`config.mk`:
```
export PLATFORM = sky130hd
export DESIGN_NAME = led_pattern_sequencer
export DESIGN_NICKNAME = d
export VERILOG_FILES = /design/src/rtl/led_pattern_sequencer_pkg.sv /design/src/rtl/led_pattern_sequencer_button_debouncer.sv /design/src/rtl/led_pattern_sequencer.sv
export SDC_FILE = /design/constraint.sdc
export NUM_CORES = 1
export LEC_CHECK = 0
export CORE_MARGIN = 1
export CORE_UTILIZATION = 45
export CTS_CLUSTER_SIZE = 30
export DETAILED_ROUTE_END_ITERATION = 12
export GPL_ROUTABILITY_DRIVEN = 0
export GPL_TIMING_DRIVEN = 0
export SYNTH_ARGS = -nofsm -noshare
export SYNTH_HDL_FRONTEND = slang
export SYNTH_SLANG_ARGS = --single-unit
```
`constraint.sdc`:
```
create_clock -name clk -period 6 [get_ports clk]
set_clock_uncertainty 0.15 [all_clocks]
set_input_delay 1.8 -clock clk [delete_from_list [all_inputs] [get_ports clk]]
set_output_delay 1.8 -clock clk [all_outputs]
set_load 0.02 [all_outputs]
```
`src/rtl/led_pattern_sequencer_pkg.sv`:
```
// Shared colour codes, display modes and the rainbow base-colour lookup.
// Colours are active-low {R,B,G}: a 0 bit lights that channel.
package led_pkg;

  localparam logic [2:0] COLOR_RED     = 3'b011;
  localparam logic [2:0] COLOR_YELLOW  = 3'b010;
  localparam logic [2:0] COLOR_GREEN   = 3'b110;
  localparam logic [2:0] COLOR_CYAN    = 3'b100;
  localparam logic [2:0] COLOR_BLUE    = 3'b101;
  localparam logic [2:0] COLOR_MAGENTA = 3'b001;
  localparam logic [2:0] COLOR_OFF     = 3'b111;

  localparam logic [2:0] LAST_SEG = 3'd5;

  typedef enum logic [1:0] {
    MODE_RAINBOW = 2'd0,
    MODE_BLINK   = 2'd1,
    MODE_SOLID   = 2'd2,
    MODE_OFF     = 2'd3
  } mode_e;

  // Indices 6 and 7 fold back onto the start of the wheel so seg+1 never needs a wrap.
  function automatic logic [2:0] base_color(input logic [2:0] seg);
    logic [2:0] color;
    color = COLOR_RED;
    case (seg)
      3'd0:    color = COLOR_RED;
      3'd1:    color = COLOR_YELLOW;
      3'd2:    color = COLOR_GREEN;
      3'd3:    color = COLOR_CYAN;
      3'd4:    color = COLOR_BLUE;
      3'd5:    color = COLOR_MAGENTA;
      3'd6:    color = COLOR_RED;
      default: color = COLOR_YELLOW;
    endcase
    return color;
  endfunction

endpackage

```
`src/rtl/led_pattern_sequencer_button_debouncer.sv`:
```
// Raw active-low button -> 2-FF sync -> stable-level filter -> one-clk press pulse.
// Press pulse follows DEBOUNCE_TICKS+2 clk after the raw low level; no backpressure.
module button_debouncer #(
  parameter int DEBOUNCE_TICKS = 480_000
) (
  input  logic clk,
  input  logic rst,
  input  logic i_btn_n,
  output logic o_press
);

  localparam int CNT_W = (DEBOUNCE_TICKS > 1) ? $clog2(DEBOUNCE_TICKS) : 1;
  localparam logic [CNT_W-1:0] CNT_MAX = CNT_W'(DEBOUNCE_TICKS - 1);

  logic             r_sync1;
  logic             r_sync2;
  logic             r_level;
  logic             r_press;
  logic [CNT_W-1:0] r_cnt;

  always_ff @(posedge clk or posedge rst) begin
    if (rst) begin
      r_sync1 <= 1'b1;
      r_sync2 <= 1'b1;
      r_level <= 1'b1;
      r_press <= 1'b0;
      r_cnt   <= '0;
    end else begin
      r_sync1 <= i_btn_n;
      r_sync2 <= r_sync1;
      r_press <= 1'b0;
      // Any sample that agrees with the accepted level restarts the stability window.
      if (r_sync2 == r_level) begin
        r_cnt <= '0;
      end else if (r_cnt == CNT_MAX) begin
        r_cnt   <= '0;
        r_level <= r_sync2;
        r_press <= ~r_sync2;
      end else begin
        r_cnt <= r_cnt + 1'b1;
      end
    end
  end

  assign o_press = r_press;

endmodule

```
`src/rtl/led_pattern_sequencer.sv`:
```
// Active-low RGB LED driver: 32-slot time-sliced rainbow mix, blink/solid/off modes, two buttons.
// LED output registered one clk behind the slot counter; free-running, no backpressure.
module led_pattern_sequencer
  import led_pkg::*;
#(
  parameter int PWM_BITS       = 5,
  parameter int STEPS_PER_SEG  = 32,
  parameter int STEP_TICKS     = 1_250_000,
  parameter int BLINK_TICKS    = 12_000_000,
  parameter int DEBOUNCE_TICKS = 480_000
) (
  input  logic       clk,
  input  logic       rst,
  input  logic       btn_mode_n,
  input  logic       btn_pause_n,
  output logic [2:0] led,
  output logic [1:0] mode,
  output logic       frame_strobe
);

  localparam int STEP_W  = (STEP_TICKS > 1)  ? $clog2(STEP_TICKS)  : 1;
  localparam int BLINK_W = (BLINK_TICKS > 1) ? $clog2(BLINK_TICKS) : 1;

  localparam logic [PWM_BITS-1:0] SLOT_MAX  = '1;
  localparam logic [PWM_BITS-1:0] FRAC_MAX  = PWM_BITS'(STEPS_PER_SEG - 1);
  localparam logic [PWM_BITS:0]   SEG_STEPS = STEPS_PER_SEG[PWM_BITS:0];
  localparam logic [STEP_W-1:0]   STEP_MAX  = STEP_W'(STEP_TICKS - 1);
  localparam logic [BLINK_W-1:0]  BLINK_MAX = BLINK_W'(BLINK_TICKS - 1);

  logic                r_paused;
  mode_e               r_mode;
  logic [BLINK_W-1:0]  r_blink_cnt;
  logic                r_blink_on;

  logic [PWM_BITS-1:0] r_slot;
  logic [2:0]          r_led;

  logic [2:0]          r_seg;
  logic [PWM_BITS-1:0] r_frac;
  logic [STEP_W-1:0]   r_step_cnt;
  logic                r_step_pend;

  logic                w_mode_press;
  logic                w_pause_press;
  logic                w_frame_end;
  logic                w_hue_run;
  logic                w_step_tc;
  logic                w_step_apply;
  logic                w_blink_run;
  logic                w_blink_tc;
  logic [PWM_BITS:0]   w_thresh;
  logic [2:0]          w_mix;

  button_debouncer #(
    .DEBOUNCE_TICKS (DEBOUNCE_TICKS)
  ) u_mode_db (
    .clk     (clk),
    .rst     (rst),
    .i_btn_n (btn_mode_n),
    .o_press (w_mode_press)
  );

  button_debouncer #(
    .DEBOUNCE_TICKS (DEBOUNCE_TICKS)
  ) u_pause_db (
    .clk     (clk),
    .rst     (rst),
    .i_btn_n (btn_pause_n),
    .o_press (w_pause_press)
  );

  assign w_frame_end  = (r_slot == SLOT_MAX);
  assign w_hue_run    = (r_mode == MODE_RAINBOW) && !r_paused;
  assign w_step_tc    = w_hue_run && (r_step_cnt == STEP_MAX);
  // A pending step waits for the frame boundary and is held while the hue is frozen.
  assign w_step_apply = w_hue_run && w_frame_end && r_step_pend;
  assign w_blink_run  = (r_mode == MODE_BLINK) && !r_paused;
  assign w_blink_tc   = w_blink_run && (r_blink_cnt == BLINK_MAX);

  assign w_thresh = SEG_STEPS - {1'b0, r_frac};
  assign w_mix    = ({1'b0, r_slot} < w_thresh) ? base_color(r_seg) : base_color(r_seg + 3'd1);

  // Mode sequencing, pause toggle and blink phase.
  always_ff @(posedge clk or posedge rst) begin
    if (rst) begin
      r_mode      <= MODE_RAINBOW;
      r_paused    <= 1'b0;
      r_blink_cnt <= '0;
      r_blink_on  <= 1'b1;
    end else begin
      if (w_pause_press) begin
        r_paused <= ~r_paused;
      end
      if (w_mode_press) begin
        case (r_mode)
          MODE_RAINBOW: r_mode <= MODE_BLINK;
          MODE_BLINK:   r_mode <= MODE_SOLID;
          MODE_SOLID:   r_mode <= MODE_OFF;
          default:      r_mode <= MODE_RAINBOW;
        endcase
        r_blink_cnt <= '0;
        r_blink_on  <= 1'b1;
      end else if (w_blink_tc) begin
        r_blink_cnt <= '0;
        r_blink_on  <= ~r_blink_on;
      end else if (w_blink_run) begin
        r_blink_cnt <= r_blink_cnt + 1'b1;
      end
    end
  end

  // Hue scheduler: step timer, single-deep pending flag, seg/frac position on the wheel.
  always_ff @(posedge clk or posedge rst) begin
    if (rst) begin
      r_step_cnt  <= '0;
      r_step_pend <= 1'b0;
      r_seg       <= 3'd0;
      r_frac      <= '0;
    end else begin
      if (w_step_tc) begin
        r_step_cnt <= '0;
      end else if (w_hue_run) begin
        r_step_cnt <= r_step_cnt + 1'b1;
      end

      if (w_step_tc) begin
        r_step_pend <= 1'b1;
      end else if (w_step_apply) begin
        r_step_pend <= 1'b0;
      end

      if (w_step_apply) begin
        if (r_frac == FRAC_MAX) begin
          r_frac <= '0;
          r_seg  <= (r_seg == LAST_SEG) ? 3'd0 : r_seg + 3'd1;
        end else begin
          r_frac <= r_frac + 1'b1;
        end
      end
    end
  end

  // Slot counter and registered LED drive.
  always_ff @(posedge clk or posedge rst) begin
    if (rst) begin
      r_slot <= '0;
      r_led  <= COLOR_OFF;
    end else begin
      r_slot <= r_slot + 1'b1;
      case (r_mode)
        MODE_RAINBOW, MODE_SOLID: r_led <= w_mix;
        MODE_BLINK:               r_led <= r_blink_on ? w_mix : COLOR_OFF;
        default:                  r_led <= COLOR_OFF;
      endcase
    end
  end

  assign led          = r_led;
  assign mode         = r_mode;
  assign frame_strobe = w_frame_end;

endmodule

```
# After elaboration in Yosys (flattened, before gate mapping)
# Cells that the tools add are included.
[classes] add_sub_neg=8 n_lt_le_gt_ge=1 eq_ne=20 n_mux=25 n_bitwise=6 n_reduce_logical=20
[ops] op="$mux 19" n=4
[ops] op="$mux 24" n=3
[ops] op="$mux 21" n=2
[ops] op="$add 19x1->19 const B" n=2
[ops] op="$eq 19x19->1 const B" n=2
[ops] op="$pmux 3 s5" n=2
[ops] op="$add 24x1->24 const B" n=1
[ops] op="$eq 24x24->1 const B" n=1
[ops] op="$add 21x1->21 const B" n=1
[ops] op="$eq 21x21->1 const B" n=1
[ops] op="$eq 3x3->1 const B" n=6
[ops] op="$eq 3x2->1 const B" n=4
[ops] op="$add 5x1->5 const B" n=2
[ops] op="$eq 5x5->1 const B" n=2
[ops] op="$mux 3" n=3
[ops] op="$mux 1" n=8
[ops] op="$logic_and 1x1->1" n=6
[ops] op="$logic_not 3->1" n=2
[ops] op="$lt 5x6->1" n=1
[ops] op="$not 1->1" n=6
[ops] op="$pmux 2 s3" n=1
[ops] op="$pmux 3 s2" n=1
[ops] op="$reduce_and 2->1" n=3
[ops] op="$reduce_bool 2->1" n=3
[ops] op="other kinds (10)" n=13
[word_totals] regBits=112 input_bits=4 wordCells=100

# Longest topological paths before layout
[depth] word_depth=7 depth_mapped=10 mapped_depth_nobuf=10

# Cells and area by module
# A second synthesis with hierarchy kept.
[hier_totals] cells_unflattened=579 area_unflattened_um2=5806.8
[by_module_without_submodules] mod="led_pattern_sequencer" n_inst=1 cells_each=361 area_per_inst_um2=3532.1 seq_area_each_um2=1656.6
[by_module_without_submodules] mod="button_debouncer" n_inst=2 cells_each=109 area_per_inst_um2=1137.3 seq_area_each_um2=579.3

# Worst setup path after synthesis
# OpenSTA, ideal clock, no wires.
[synth_path] path_kind="reg-to-output" from="reg r_slot[0]" to="out frame_strobe" arrival_ns=1.001 required_ns=4.050 path_slack_ns=3.049 stages_incl_launch_ff=4 n_path_buf=0 cell_sequence="dfrtp_1 ha_1 and3_1 ha_1"
[synth_between] elab_chain_len=1
[synth_rtl] element="start: declaration" line="led_pattern_sequencer.sv:35" rtl="logic [PWM_BITS-1:0] r_slot;"
[synth_rtl] element="start signal: assignment" line="led_pattern_sequencer.sv:149" rtl="r_slot <= r_slot + 1'b1;"
[synth_rtl] element="$eq 5x5->1" line="led_pattern_sequencer.sv:72" rtl="assign w_frame_end = (r_slot == SLOT_MAX);"
[synth_rtl] element="end: declaration" line="led_pattern_sequencer.sv:18" rtl="output logic frame_strobe"
# Every way passes these cells.

# Worst setup path in the final report
# Same ends and word-level chain as after synthesis.

==> impl_metrics.tcl <==
set metrics [dict create \
    required_ns 4.05 \
    start_util_pct 46.77 \
    maxCapViolCount 0 \
    hold_violations 0 \
    die_area_sq_um 12460 \
    fin_util_pct 52.03 \
    fin_crit_ns 3.855 \
    cts_resized 0 \
    postSynth.asyncResetShare_pct 100.0 \
    dr_total_vias 3627 \
    grt.total_usage_pct 16.26 \
    syn_inst 533 \
    postRouteAntennaNets 0 \
    num_rows 39 \
    synthDistinctLibCells 50 \
    met2_usage_pct 25.09 \
    status "finished with violations" \
    layout-drive-gt1-share_pct 9.302 \
    viasPerCell 5.167 \
    synth_warnings 0 \
    post_cts_buffers 0 \
    timing.rr.start "r_frac[0]" \
    chipHeight_um 111.6 \
    synth_top_cell_by_area "dfrtp_1" \
    grt_antenna_before_repair 0 \
    p_total_w 0.001408 \
    cp_common_cell "ha_1" \
    clk_latency_ns 0.35 \
    grt_pass1_wl_mm 16.10 \
    cts_sinks 112 \
    synth_area_leaders "dfrtp_1, xor2_1, nor2_1, xnor2_1, dfstp_2" \
    antennaDiodeCount 0 \
    core_area_sq_um 11560 \
    violations "DRC" \
    cts_tree "built" \
    drtIter0Drc 257 \
    worst_pin_slew_ns 0.5794 \
    met3_usage_pct 5.335 \
    grt_busiest_layer "met2" \
    portBuffers 9 \
    critPathLaunchType "register" \
    yosys.area.top_type_share_pct 47.19 \
    clkTransAtPathRegs_ns 0.07 \
    synthTopCellsByCount "dfrtp_1, nor2_1, xor2_1" \
    synth_nets 554 \
    syn_area_sq_um 5409 \
    cp-end-kind "primary output" \
    arrival_ns 1.91 \
    hold-path-cell-count 0 \
    drt_first_pass_iters 8 \
    yosysMostFrequentCell "dfrtp_1" \
    ctsHoldBuffers 0 \
    fmax_mhz 259.4 \
    synth-seq-cells 112 \
    whs_endpoint "u_mode_db.r_sync2" \
    reg2reg_depth 10 \
    setup_violations 0 \
    rsz0062_at_grt "no" \
    dp_hpwl_mm 6.305 \
    drc 2 \
    grtUsageMet1_pct 21.39 \
    crit_path_cell_trace "ha_1, and3_1, ha_1, clkdlybuf4s50_1" \
    clockBufferDepth 2 \
    slowest_stage "clkdlybuf4s50_1" \
    avgSynthCellArea_sq_um 10.15 \
    grt_pass1_vias 3503 \
    final_net_count 575 \
    max_stage_delay_ns 0.62 \
    cts_root_buf "clkbuf_16" \
    finalMaxSlewViolations 0 \
    routedWlPerCell_um 12.97 \
    overflow 0 \
    grt_max_degree 68 \
    vdd_drop_max_v 0.0001803 \
    r2r-end "led[0]" \
    seq_area_frac_synth_pct 52.05 \
    ys.flop_type "dfrtp_1" \
    leakagePower_nw 2.768 \
    hold-worst-slack_ns 0.2060 \
    relSlewSlack_pct 61.05 \
    worstHoldStart "u_mode_db.r_sync1" \
    synth-edff-count 0 \
    p_per_area_nw_per_um2 234.0 \
    critical_path_class "register to primary output" \
    ios 10 \
    fin_crit_sh_pct 64.25 \
    reg2reg_slack_ns 3.40 \
    hold_path_class "register to register" \
    syn2layout_area_growth_pct 11.24 \
    cts_buffers 9 \
    worstPathMaxFanout 4 \
    routed_wl_mm 9.107 \
    htree_levels 3 \
    dieWidth_um 111.6 \
]
-- power breakdown --
part           switching (W)  total [W]  internal [W]
logic              0.0000215  0.0000300    0.00000854
clock network       0.000266   0.000614      0.000347
registers         0.00000388   0.000764      0.000760
-- cell type report --
cell class                      count  area, sq um
Fill cell                        1046         5548
Sequential cell                   112         2815
Multi-Input combinational cell    392         2466
Clock buffer                       12        256.5
Tap cell                          143        178.9
Timing Repair Buffer               10        117.6
Inverter                           18        70.07
Buffer                             11        60.06
Clock inverter                      4        52.55
-- sequential cells by signal, indices dropped and copies added (netlist names), 2 cells and up --
name	cells
led	3
mode	2
r_slot	5
r_frac	5
u_pause_db.r_cnt	19
r_seg	3
r_step_cnt	21
r_blink_cnt	24
u_mode_db.r_cnt	19
-- logic make-up (layout without fill, tap and decap cells) --
family                     Yosys count  in the layout  share of synthesized area [%]
DFF                                112            112                          52.05
and+or+nand+nor                    259            259                          23.80
AOI/OAI and AO/OA                   28             28                          3.308
xor gates and xnor gates            81             81                          13.12
buffers and inverters               29             55                          2.359
muxes                                7              7                          1.434
adders and majority gates           17             17                          3.932
-- cell usage in the layout (no fill, tap or decap), drive strengths merged, types with 4 or more instances in the layout --
cell           count
a21o               4
a21oi              5
and3              18
and4               4
buf               10
clkbuf            14
clkdlybuf4s50      9
dfrtp            102
dfstp             10
ha                17
inv               18
mux2               6
nand2             41
nand2b             6
nand3             34
nand4             21
nor2              97
nor3              12
nor4               4
o21ai              8
o31ai              4
xnor2             32
xor2              49
-- layer usage --
metal	wire, um	share of wire (%)
met3	288	3.2
met2	4135	45
met1	4525	50
met5	0	0
met4	158	1.7
-- worst max-delay path by stage --
stage,start,end,slack [ns]
2_1_floorplan,rst,mode[0],1.11
3_5_place_dp,r_slot[0],frame_strobe,2.49
5_1_grt,r_slot[0],frame_strobe,1.99
6_report,r_slot[0],frame_strobe,2.14
3_3_place_gp,rst,r_frac[3],-0.57
4_1_cts,r_slot[0],frame_strobe,2.09
-- critical path, delay by kind of cell (launching register included) --
kind / cells / cell delay [ns]
buffers and inverters: 1 / 0.62
adders and majority gates: 2 / 0.39
DFF: 1 / 0.38
and+or+nand+nor: 1 / 0.16
-- metrics by stage --
step           setup slack [ns]  cell area [sq um]  instances  TNS, ns
5_1_grt                   1.994               6017        702        0
3_5_place_dp              2.487               5708        686        0
6_report                  2.145               6017        702        0
3_3_place_gp            -0.5709               5678        685   -57.62
2_1_floorplan             1.108               5409        533        0
4_1_cts                   2.090               6017        702        0
Note: power is estimated with default switching activity, not from simulation.
